### src/rtl/reply_tx_buffer_pkg.sv
// ----------------------------------------------------------------------------
// reply_tx_pkg
// Shared types and constants for the reply transmit buffer.
//   BYTE_W        : width of a reply byte
//   ENTRY_W       : width of one FIFO entry, {last, data}
//   DEFAULT_DEPTH : default number of FIFO entries
//   entry_t       : packed view of a FIFO entry
//   state_t       : transmit FSM state encoding; CSUM_LOAD exists only when
//                   REPLY_TX_CHECKSUM_EN is defined
// ----------------------------------------------------------------------------
package reply_tx_pkg;

    localparam int BYTE_W        = 8;
    localparam int ENTRY_W       = BYTE_W + 1;
    localparam int DEFAULT_DEPTH = 16;

    typedef struct packed {
        logic              last;
        logic [BYTE_W-1:0] data;
    } entry_t;

    typedef enum logic [2:0] {
        ST_IDLE,
        ST_LOAD,
        ST_START,
        ST_WAIT_ACK,
        ST_WAIT_DONE
`ifdef REPLY_TX_CHECKSUM_EN
        ,
        ST_CSUM_LOAD
`endif
    } state_t;

endpackage

### src/rtl/reply_tx_buffer_if.sv
// ----------------------------------------------------------------------------
// reply_tx_buffer_if
// Groups the reply-byte input handshake, the UART byte interface and the
// status outputs of reply_tx_buffer.
//   in_valid/in_data/in_last/in_ready : reply byte stream from cmd_handler
//   tx_busy/tx_start/tx_data          : UART transmitter byte interface
//   fifo_level/overflow/idle          : status
// Modports:
//   slave  : the buffer itself
//   master : the environment (cmd_handler + UART side)
// ----------------------------------------------------------------------------
interface reply_tx_buffer_if #(
    parameter int ADDR_W = $clog2(reply_tx_pkg::DEFAULT_DEPTH)
);
    logic                           in_valid;
    logic [reply_tx_pkg::BYTE_W-1:0] in_data;
    logic                           in_last;
    logic                           in_ready;
    logic                           tx_busy;
    logic                           tx_start;
    logic [reply_tx_pkg::BYTE_W-1:0] tx_data;
    logic [ADDR_W:0]                fifo_level;
    logic                           overflow;
    logic                           idle;

    modport slave (
        input  in_valid, in_data, in_last, tx_busy,
        output in_ready, tx_start, tx_data, fifo_level, overflow, idle
    );

    modport master (
        output in_valid, in_data, in_last, tx_busy,
        input  in_ready, tx_start, tx_data, fifo_level, overflow, idle
    );

endinterface

### src/rtl/reply_tx_buffer_byte_fifo.sv
// ----------------------------------------------------------------------------
// byte_fifo
// Synchronous single-clock FIFO, synchronous active-low reset.
//   clkin     : clock
//   reset     : synchronous active-low reset (pointers and level only)
//   wr_en_i   : write request; ignored while full
//   wr_data_i : entry to write
//   rd_en_i   : pop request; ignored while empty
//   rd_data_o : head entry (valid while !empty_o)
//   full_o    : level == DEPTH
//   empty_o   : level == 0
//   level_o   : number of stored entries, 0..DEPTH
// DEPTH must be a power of two so the pointers wrap by plain overflow.
// ----------------------------------------------------------------------------
module byte_fifo #(
    parameter int DEPTH  = 16,
    parameter int ADDR_W = 4,
    parameter int WIDTH  = 9
) (
    input  logic              clkin,
    input  logic              reset,
    input  logic              wr_en_i,
    input  logic [WIDTH-1:0]  wr_data_i,
    input  logic              rd_en_i,
    output logic [WIDTH-1:0]  rd_data_o,
    output logic              full_o,
    output logic              empty_o,
    output logic [ADDR_W:0]   level_o
);

    localparam logic [ADDR_W:0] FULL_LEVEL = (ADDR_W + 1)'(DEPTH);

    logic [WIDTH-1:0]  mem_q [DEPTH];
    logic [ADDR_W-1:0] wr_ptr_q, wr_ptr_d;
    logic [ADDR_W-1:0] rd_ptr_q, rd_ptr_d;
    logic [ADDR_W:0]   level_q, level_d;
    logic              do_wr, do_rd;

    assign do_wr = wr_en_i && !full_o;
    assign do_rd = rd_en_i && !empty_o;

    // NOTE: every variable gets a default at the top of always_comb so no
    // path leaves it unassigned, which would otherwise infer a latch.
    always_comb begin
        wr_ptr_d = wr_ptr_q;
        rd_ptr_d = rd_ptr_q;
        level_d  = level_q;
        if (do_wr) wr_ptr_d = wr_ptr_q + 1'b1;
        if (do_rd) rd_ptr_d = rd_ptr_q + 1'b1;
        // Simultaneous write and pop leave the level unchanged.
        case ({do_wr, do_rd})
            2'b10:   level_d = level_q + 1'b1;
            2'b01:   level_d = level_q - 1'b1;
            default: level_d = level_q;
        endcase
    end

    // NOTE: state registers use non-blocking assignments so every flop
    // samples the pre-edge values, independent of statement order.
    always_ff @(posedge clkin) begin
        if (!reset) begin
            wr_ptr_q <= '0;
            rd_ptr_q <= '0;
            level_q  <= '0;
        end else begin
            wr_ptr_q <= wr_ptr_d;
            rd_ptr_q <= rd_ptr_d;
            level_q  <= level_d;
        end
    end

    // NOTE: the storage array is deliberately not reset; emptiness is
    // tracked by the level, so stale contents are never observed.
    always_ff @(posedge clkin) begin
        if (do_wr) mem_q[wr_ptr_q] <= wr_data_i;
    end

    assign rd_data_o = mem_q[rd_ptr_q];
    assign full_o    = (level_q == FULL_LEVEL);
    assign empty_o   = (level_q == '0);
    assign level_o   = level_q;

endmodule

### src/rtl/reply_tx_buffer.sv
// ----------------------------------------------------------------------------
// reply_tx_buffer
// Queues reply bytes from cmd_handler and feeds them one at a time to the
// UART transmitter, so the reply stream never depends on line speed.
//   clkin : system clock (shared with cmd_handler and the UART)
//   reset : synchronous active-low reset
//   bus   : reply_tx_buffer_if.slave
//           in_valid/in_data/in_last/in_ready - reply byte input
//           tx_busy/tx_start/tx_data          - UART byte interface
//           fifo_level/overflow/idle          - status
// Build option:
//   REPLY_TX_CHECKSUM_EN - after each byte flagged last, send one extra byte
//                          holding the XOR of every byte of that reply.
// ----------------------------------------------------------------------------
module reply_tx_buffer
    import reply_tx_pkg::*;
#(
    parameter int DEPTH  = DEFAULT_DEPTH,
    parameter int ADDR_W = $clog2(DEPTH)
) (
    input  logic              clkin,
    input  logic              reset,
    reply_tx_buffer_if.slave  bus
);

    state_t            state_q;
    logic              tx_start_q;
    logic [BYTE_W-1:0] tx_data_q;
    logic              overflow_q;

    logic              fifo_full, fifo_empty, fifo_pop;
    logic [ENTRY_W-1:0] fifo_rd_data;
    logic [ADDR_W:0]   fifo_level;
    entry_t            head;

`ifdef REPLY_TX_CHECKSUM_EN
    logic              last_q;
    logic [BYTE_W-1:0] csum_acc_q;
    logic              csum_q;    // the byte in flight is the checksum byte
`else
    // The last flag is carried through the FIFO but has no consumer here.
    logic              unused_last;
    assign unused_last = head.last;
`endif

    assign fifo_pop = (state_q == ST_LOAD);
    assign head     = entry_t'(fifo_rd_data);

    byte_fifo #(
        .DEPTH  (DEPTH),
        .ADDR_W (ADDR_W),
        .WIDTH  (ENTRY_W)
    ) u_fifo (
        .clkin     (clkin),
        .reset     (reset),
        .wr_en_i   (bus.in_valid),
        .wr_data_i ({bus.in_last, bus.in_data}),
        .rd_en_i   (fifo_pop),
        .rd_data_o (fifo_rd_data),
        .full_o    (fifo_full),
        .empty_o   (fifo_empty),
        .level_o   (fifo_level)
    );

    // tx_start is registered: it is raised on entry to START and dropped on
    // the next edge, so it is high for exactly the START cycle.
    always_ff @(posedge clkin) begin
        if (!reset) begin
            state_q    <= ST_IDLE;
            tx_start_q <= 1'b0;
            tx_data_q  <= '0;
            overflow_q <= 1'b0;
`ifdef REPLY_TX_CHECKSUM_EN
            last_q     <= 1'b0;
            csum_acc_q <= '0;
            csum_q     <= 1'b0;
`endif
        end else begin
            if (bus.in_valid && fifo_full) overflow_q <= 1'b1;
            tx_start_q <= 1'b0;

            case (state_q)
                ST_IDLE: begin
                    if (!fifo_empty && !bus.tx_busy) state_q <= ST_LOAD;
                end
                ST_LOAD: begin
                    tx_data_q  <= head.data;
`ifdef REPLY_TX_CHECKSUM_EN
                    last_q     <= head.last;
`endif
                    tx_start_q <= 1'b1;
                    state_q    <= ST_START;
                end
                ST_START: begin
`ifdef REPLY_TX_CHECKSUM_EN
                    // The checksum byte itself must not fold into the next reply.
                    if (!csum_q) csum_acc_q <= csum_acc_q ^ tx_data_q;
`endif
                    state_q <= ST_WAIT_ACK;
                end
                ST_WAIT_ACK: begin
                    if (bus.tx_busy) state_q <= ST_WAIT_DONE;
                end
                ST_WAIT_DONE: begin
                    if (!bus.tx_busy) begin
`ifdef REPLY_TX_CHECKSUM_EN
                        if (last_q && !csum_q) begin
                            state_q <= ST_CSUM_LOAD;
                        end else begin
                            csum_q  <= 1'b0;
                            state_q <= ST_IDLE;
                        end
`else
                        state_q <= ST_IDLE;
`endif
                    end
                end
`ifdef REPLY_TX_CHECKSUM_EN
                ST_CSUM_LOAD: begin
                    // Accumulator already holds every byte of the reply,
                    // including the last one folded in during its START.
                    tx_data_q  <= csum_acc_q;
                    csum_acc_q <= '0;
                    csum_q     <= 1'b1;
                    tx_start_q <= 1'b1;
                    state_q    <= ST_START;
                end
`endif
                default: state_q <= ST_IDLE;
            endcase
        end
    end

    assign bus.in_ready   = !fifo_full;
    assign bus.tx_start   = tx_start_q;
    assign bus.tx_data    = tx_data_q;
    assign bus.fifo_level = fifo_level;
    assign bus.overflow   = overflow_q;
    assign bus.idle       = fifo_empty && (state_q == ST_IDLE);

endmodule

### src/flat_wrapper.sv
// flat-port wrapper written by rule: the top's interface ports become plain ports
module reply_tx_buffer_flat import reply_tx_pkg::*;
#(
    parameter int DEPTH  = DEFAULT_DEPTH,
    parameter int ADDR_W = $clog2(DEPTH)
)
  (clkin, reset, bus_in_valid, bus_in_data, bus_in_last, bus_tx_busy, bus_in_ready, bus_tx_start, bus_tx_data, bus_fifo_level, bus_overflow, bus_idle);
  reply_tx_buffer_if #(.ADDR_W(ADDR_W)) bus_i ();
  input  logic clkin;
  input  logic reset;
  input wire logic [$bits(bus_i.in_valid)-1:0] bus_in_valid;
  input wire logic [$bits(bus_i.in_data)-1:0] bus_in_data;
  input wire logic [$bits(bus_i.in_last)-1:0] bus_in_last;
  input wire logic [$bits(bus_i.tx_busy)-1:0] bus_tx_busy;
  output wire logic [$bits(bus_i.in_ready)-1:0] bus_in_ready;
  output wire logic [$bits(bus_i.tx_start)-1:0] bus_tx_start;
  output wire logic [$bits(bus_i.tx_data)-1:0] bus_tx_data;
  output wire logic [$bits(bus_i.fifo_level)-1:0] bus_fifo_level;
  output wire logic [$bits(bus_i.overflow)-1:0] bus_overflow;
  output wire logic [$bits(bus_i.idle)-1:0] bus_idle;
  assign bus_i.in_valid = bus_in_valid;
  assign bus_i.in_data = bus_in_data;
  assign bus_i.in_last = bus_in_last;
  assign bus_i.tx_busy = bus_tx_busy;
  assign bus_in_ready = bus_i.in_ready;
  assign bus_tx_start = bus_i.tx_start;
  assign bus_tx_data = bus_i.tx_data;
  assign bus_fifo_level = bus_i.fifo_level;
  assign bus_overflow = bus_i.overflow;
  assign bus_idle = bus_i.idle;
  reply_tx_buffer #(.DEPTH(DEPTH), .ADDR_W(ADDR_W)) u_core (.clkin(clkin), .reset(reset), .bus(bus_i));
endmodule
### config.mk
export PLATFORM = sky130hd
export DESIGN_NAME = reply_tx_buffer_flat
export DESIGN_NICKNAME = d
export VERILOG_FILES = /design/src/rtl/reply_tx_buffer_pkg.sv /design/src/rtl/reply_tx_buffer_if.sv /design/src/rtl/reply_tx_buffer_byte_fifo.sv /design/src/rtl/reply_tx_buffer.sv /design/src/flat_wrapper.sv
export SDC_FILE = /design/constraint.sdc
export NUM_CORES = 1
export LEC_CHECK = 0
export CAP_MARGIN = 20
export CORE_MARGIN = 1
export CORE_UTILIZATION = 24
export CTS_BUF_LIST = sky130_fd_sc_hd__clkbuf_4
export CTS_CLUSTER_SIZE = 40
export DETAILED_ROUTE_END_ITERATION = 6
export GPL_TIMING_DRIVEN = 0
export SKIP_CTS_REPAIR_TIMING = 1
export SYNTH_ARGS = -nofsm -noshare
export SYNTH_HDL_FRONTEND = slang
export SYNTH_SLANG_ARGS = --single-unit
### constraint.sdc
create_clock -name clkin -period 6.6 [get_ports clkin]
set_input_delay 1.65 -clock clkin [delete_from_list [all_inputs] [get_ports clkin]]
set_output_delay 1.65 -clock clkin [all_outputs]
set_load 0.005 [all_outputs]
==> impl_results.html <==
<table>
<tr><th>Metric</th><th>Value</th></tr>
<tr><th colspan="2">Finish</th></tr>
<tr><td>Post-Route Utilization</td><td>28.48%</td></tr>
<tr><td>Layout fillers</td><td>2483</td></tr>
<tr><td>Area grow syn2layout</td><td>15.58%</td></tr>
<tr><td>Multi-input combinational cell area</td><td>0.001709 mm2</td></tr>
<tr><td>Register area</td><td>0.004364 mm2</td></tr>
<tr><td>Total Nets Final</td><td>441</td></tr>
<tr><td>Post-route standard cell area excluding fillers</td><td>0.007213 mm2</td></tr>
<tr><td>Fraction of final layout cells sized beyond drive strength 1</td><td>17.13%</td></tr>
<tr><th colspan="2">Logic synthesis</th></tr>
<tr><td>Synth Register Bits</td><td>154</td></tr>
<tr><td>Most repeated cell in the gate-level netlist after synthesis</td><td>edfxtp_1</td></tr>
<tr><td>Top cell type's share of synthesized area</td><td>61.59%</td></tr>
<tr><td>Average instance area after synthesis</td><td>16.91 um2</td></tr>
<tr><td>Number of warnings issued by yosys</td><td>0</td></tr>
<tr><td>Post-synth cell types</td><td>42</td></tr>
<tr><td>Synthesized instance count</td><td>369</td></tr>
<tr><td>Most used flip-flop cell after synthesis</td><td>edfxtp_1</td></tr>
<tr><td>Cell Area, Synth</td><td>0.006241 mm2</td></tr>
<tr><td>Portion of the post-synthesis area used by sequential elements</td><td>69.93%</td></tr>
<tr><td>Number of enable flip-flop cells after synthesis</td><td>128</td></tr>
<tr><td>Top cells by instance count after synthesis</td><td>edfxtp_1 (128), mux2i_1 (29), nor2_1 (27)</td></tr>
<tr><td>Synth area leaders</td><td>edfxtp_1 (62%), mux4_2 (8.7%), dfxtp_1 (8.3%), mux2i_1 (4.7%), nor2_1 (1.6%)</td></tr>
<tr><td>Synthesized Nets</td><td>390</td></tr>
<tr><td>Fraction of synthesis flops using an asynchronous set or reset pin</td><td>0%</td></tr>
<tr><td>Top cell type by total area after synthesis</td><td>edfxtp_1</td></tr>
<tr><th colspan="2">Die</th></tr>
<tr><td>Starting utilization of the core area</td><td>24.64%</td></tr>
<tr><td>Die X-Extent</td><td>163.3 um</td></tr>
<tr><td>Die Height</td><td>163.3 um</td></tr>
<tr><td>IO Count</td><td>30</td></tr>
<tr><td>FP Rows</td><td>58</td></tr>
<tr><td>Std-Cell Core Area</td><td>0.02533 mm2</td></tr>
<tr><td>Total die area</td><td>0.02665 mm2</td></tr>
<tr><th colspan="2">Setup path</th></tr>
<tr><td>Worst setup EP type</td><td>primary output</td></tr>
<tr><td>Worst EP required</td><td>4950 ps</td></tr>
<tr><td>Delay-heaviest family, CP</td><td>buffers and inverters</td></tr>
<tr><td>Setup CP Type</td><td>reg -&gt; out</td></tr>
<tr><td>Worst Path Max Fanout</td><td>7</td></tr>
<tr><td>CP peak stage delay</td><td>550 ps</td></tr>
<tr><td>Buffering stage count on the worst path with inverters included</td><td>3</td></tr>
<tr><td>FF-to-FF setup slack</td><td>3340 ps</td></tr>
<tr><td>Critical-path top delay cell</td><td>clkdlybuf4s50_1</td></tr>
<tr><td>Reg2Reg Launch Point</td><td>u_core.u_fifo.level_o[2]</td></tr>
<tr><td>Capturing point of the worst reg2reg path</td><td>u_core.u_fifo.level_o[2]</td></tr>
<tr><td>R2r worst-path depth</td><td>12</td></tr>
<tr><td>Critical path cell sequence</td><td>buf_6 -&gt; or4_4 -&gt; buf_6 -&gt; nor4b_1 -&gt; clkdlybuf4s50_1</td></tr>
<tr><td>Worst path most repeated cell</td><td>buf_6</td></tr>
<tr><td>Kind of launch point of the worst setup path</td><td>flip-flop</td></tr>
<tr><td>Worst endpoint data arrival time</td><td>2430 ps</td></tr>
<tr><th colspan="2">Clock tree</th></tr>
<tr><td>Deepest level of the CTS H-tree</td><td>4</td></tr>
<tr><td>CTS Buf Count</td><td>17</td></tr>
<tr><td>Number of buffers on the longest clock path</td><td>2</td></tr>
<tr><td>Clock latency of the later-clocked register in the worst-skew pair</td><td>540 ps</td></tr>
<tr><td>Master cell of the clock root buffer</td><td>clkbuf_4</td></tr>
<tr><td>Number of clock sinks seen by CTS</td><td>154</td></tr>
<tr><td>CTS tree</td><td>yes</td></tr>
<tr><td>Clk pin slew, worst setup/hold paths</td><td>130 ps</td></tr>
<tr><th colspan="2">Place</th></tr>
<tr><td>Area after DPL</td><td>0.006959 mm2</td></tr>
<tr><td>Hpwl dp</td><td>9113 um</td></tr>
<tr><td>Routability cong.</td><td>0.7529</td></tr>
<tr><td>Number of buffers inserted by port buffering</td><td>28</td></tr>
<tr><th colspan="2">Timing</th></tr>
<tr><td>Transition time of the tightest slew-check pin</td><td>851.5 ps</td></tr>
<tr><td>Hold Vio Cnt, Final</td><td>0</td></tr>
<tr><td>Number of max-slew violations in the final report</td><td>0</td></tr>
<tr><td>Min cycle time layout</td><td>4081 ps</td></tr>
<tr><td>Normalized max-slew margin</td><td>43.02%</td></tr>
<tr><td>Setup TNS</td><td>0 ps</td></tr>
<tr><td>Maximum clock rate</td><td>245.0 MHz</td></tr>
<tr><td>Setup clock skew after layout</td><td>21.82 ps</td></tr>
<tr><td>Worst Hold Margin</td><td>489.9 ps</td></tr>
<tr><td>Final cycle utilization of the critical path</td><td>61.83%</td></tr>
<tr><td>Setup violations, final</td><td>0</td></tr>
<tr><td>Unrepaired setup endpoints after global routing</td><td>no</td></tr>
<tr><th colspan="2">Detailed routing</th></tr>
<tr><td>Detail-routed net length per standard cell</td><td>17.66 um</td></tr>
<tr><td>Number of vias after detailed routing</td><td>3348</td></tr>
<tr><td>Total wire length after detailed routing</td><td>13480 um</td></tr>
<tr><td>Number of DRC violations after detailed-routing iteration 0</td><td>304</td></tr>
<tr><td>Count of antenna-violating nets left after detailed routing</td><td>0</td></tr>
<tr><td>Post-detailed-route DRC marker count</td><td>0</td></tr>
<tr><td>Number of detailed-route iterations in the first pass</td><td>5</td></tr>
<tr><td>Post-DR vias/cell</td><td>4.388</td></tr>
<tr><th colspan="2">Power</th></tr>
<tr><td>Combinational Power Share</td><td>16.4%</td></tr>
<tr><td>Clk network pwr share</td><td>26.8%</td></tr>
<tr><td>Portion of total power attributed to sequential cells</td><td>56.7%</td></tr>
<tr><td>Cell-internal power</td><td>1.437 mW</td></tr>
<tr><td>Total power per unit cell area</td><td>271.5 mW/mm2</td></tr>
<tr><td>Sw Ratio</td><td>26.61%</td></tr>
<tr><td>Net switching component of the power</td><td>0.5212 mW</td></tr>
<tr><td>Worst vdd ir</td><td>0.08033 mV</td></tr>
<tr><td>Static Leak</td><td>2.268 nW</td></tr>
<tr><th colspan="2">Global routing</th></tr>
<tr><td>Overflow after GRT</td><td>0</td></tr>
<tr><td>Maximum number of pins on one net before global-route repair</td><td>17</td></tr>
<tr><td>Number of antenna violations at the first check in global routing</td><td>1</td></tr>
<tr><td>Via count of the first global-routing pass</td><td>3552</td></tr>
<tr><td>Wire length of the first global-routing pass</td><td>20440 um</td></tr>
<tr><td>GRT Resource Usage Total</td><td>10.68%</td></tr>
<tr><th colspan="2">Min path</th></tr>
<tr><td>Hold/Removal Path Class</td><td>reg -&gt; reg</td></tr>
<tr><td>Hold path startpoint</td><td>u_core.bus.tx_data[2]</td></tr>
<tr><td>Worst hold path stage count</td><td>2</td></tr>
<tr><td>Capture endpoint of the worst hold path</td><td>u_core.bus.tx_data[2]</td></tr>
<tr><th colspan="2">Job</th></tr>
<tr><td>Max-Cap Viols</td><td>0</td></tr>
<tr><th colspan="2">Status</th></tr>
<tr><td>Result of the run</td><td>finished clean</td></tr>
</table>
sequential cells by signal, indices dropped and copies added (netlist names):
register	count
u_core.bus.overflow	1
u_core.bus.tx_data	8
u_core.bus.tx_start	1
u_core.state_q	3
u_core.u_fifo.level_o	5
u_core.u_fifo.mem_q	128
u_core.u_fifo.rd_ptr_q	4
u_core.u_fifo.wr_ptr_q	4
worst reg2reg max path, stage by stage, from the launching register on:
cell and delay (ps):
dfxtp_1 340, buf_2 170, nor4_1 640, a21boi_1 340
inv_1 150, ha_1 150, clkbuf_1 290, xor2_1 120
ha_1 190, a21oi_1 250, xnor2_1 120, or3_1 310
a21oi_1 140
power by group through the flow:
stage	clock (mW)	combinational, mW	sequential (mW)
3_5_place_dp	0	0.326	1.13
6_report	0.526	0.322	1.11
5_1_grt	0.582	0.349	1.11
2_1_floorplan	0	0.203	1.13
3_3_place_gp	0	0.315	1.13
4_1_cts	0.544	0.327	1.11
per-layer routing:
layer  part of all wire (%)  GRT usage [%]  vias up
li1                       -              -     1543
met1                     41          12.35     1716
met2                     52          18.62       76
met3                    5.6          3.327       13
met4                    1.1          3.483        0
met5                      0              0        -
worst max-delay path by stage:
stage	startpoint	end	slack, ps	depth (start not counted)
2_1_floorplan	bus_in_valid	u_core.u_fifo.level_o[2]	3000	10
3_3_place_gp	bus_in_valid	u_core.u_fifo.level_o[4]	2160	11
3_5_place_dp	bus_in_valid	u_core.u_fifo.level_o[2]	2070	11
4_1_cts	u_core.u_fifo.level_o[1]	bus_idle	2450	5
5_1_grt	u_core.u_fifo.level_o[1]	bus_idle	2370	5
6_report	u_core.u_fifo.level_o[1]	bus_idle	2520	5
layout make-up:
class / instances / share of cell area (%)
tap: 330 / 5.724
inverter: 7 / 0.3643
sequential: 154 / 60.50
clock inverter: 13 / 1.613
clock buffer: 18 / 1.873
timing repair buffer: 32 / 4.232
buffer: 21 / 1.960
multi-input combinational: 187 / 23.69
antenna: 1 / 0.03469
kinds of logic after synthesis:
logic type               Yosys count  share of synthesized area (%)
AND/OR/NAND/NOR                   70                          5.794
buffers and inverters             28                          2.687
AO/OA/AOI/OAI                     46                          5.273
adder cells (fa/ha/maj)            8                          1.604
multiplexers                      53                          13.31
flip-flops                       154                          69.93
XOR/XNOR                          10                          1.403
layout by cell type (no fill, tap or decap), types with 2 or more instances in the layout:
master	instances
mux4_2	24
buf_1	3
edfxtp_1	128
xor2_1	8
inv_1	7
nand2b_1	13
nor3_1	4
a21oi_1	3
mux2i_1	29
a22oi_1	10
buf_2	7
inv_6	5
clkinv_4	3
nor4b_1	2
xnor2_1	2
buf_6	7
o21ai_0	11
nor2_1	27
clkdlybuf4s50_1	28
buf_4	2
clkinv_1	3
a32oi_1	8
ha_1	8
a31oi_1	4
and3_1	4
clkbuf_4	19
clkbuf_1	5
nand2_1	10
dfxtp_1	26
o211ai_1	3
through the flow:
stage / cells / setup WS [ps] / total power, mW
2_1_floorplan: 369 / 3000 / 1.330
3_3_place_gp: 727 / 2157 / 1.445
3_5_place_dp: 731 / 2069 / 1.460
4_1_cts: 762 / 2445 / 1.982
5_1_grt: 763 / 2369 / 2.046
6_report: 763 / 2519 / 1.959
No activity file was read; power rests on OpenSTA's default activity.
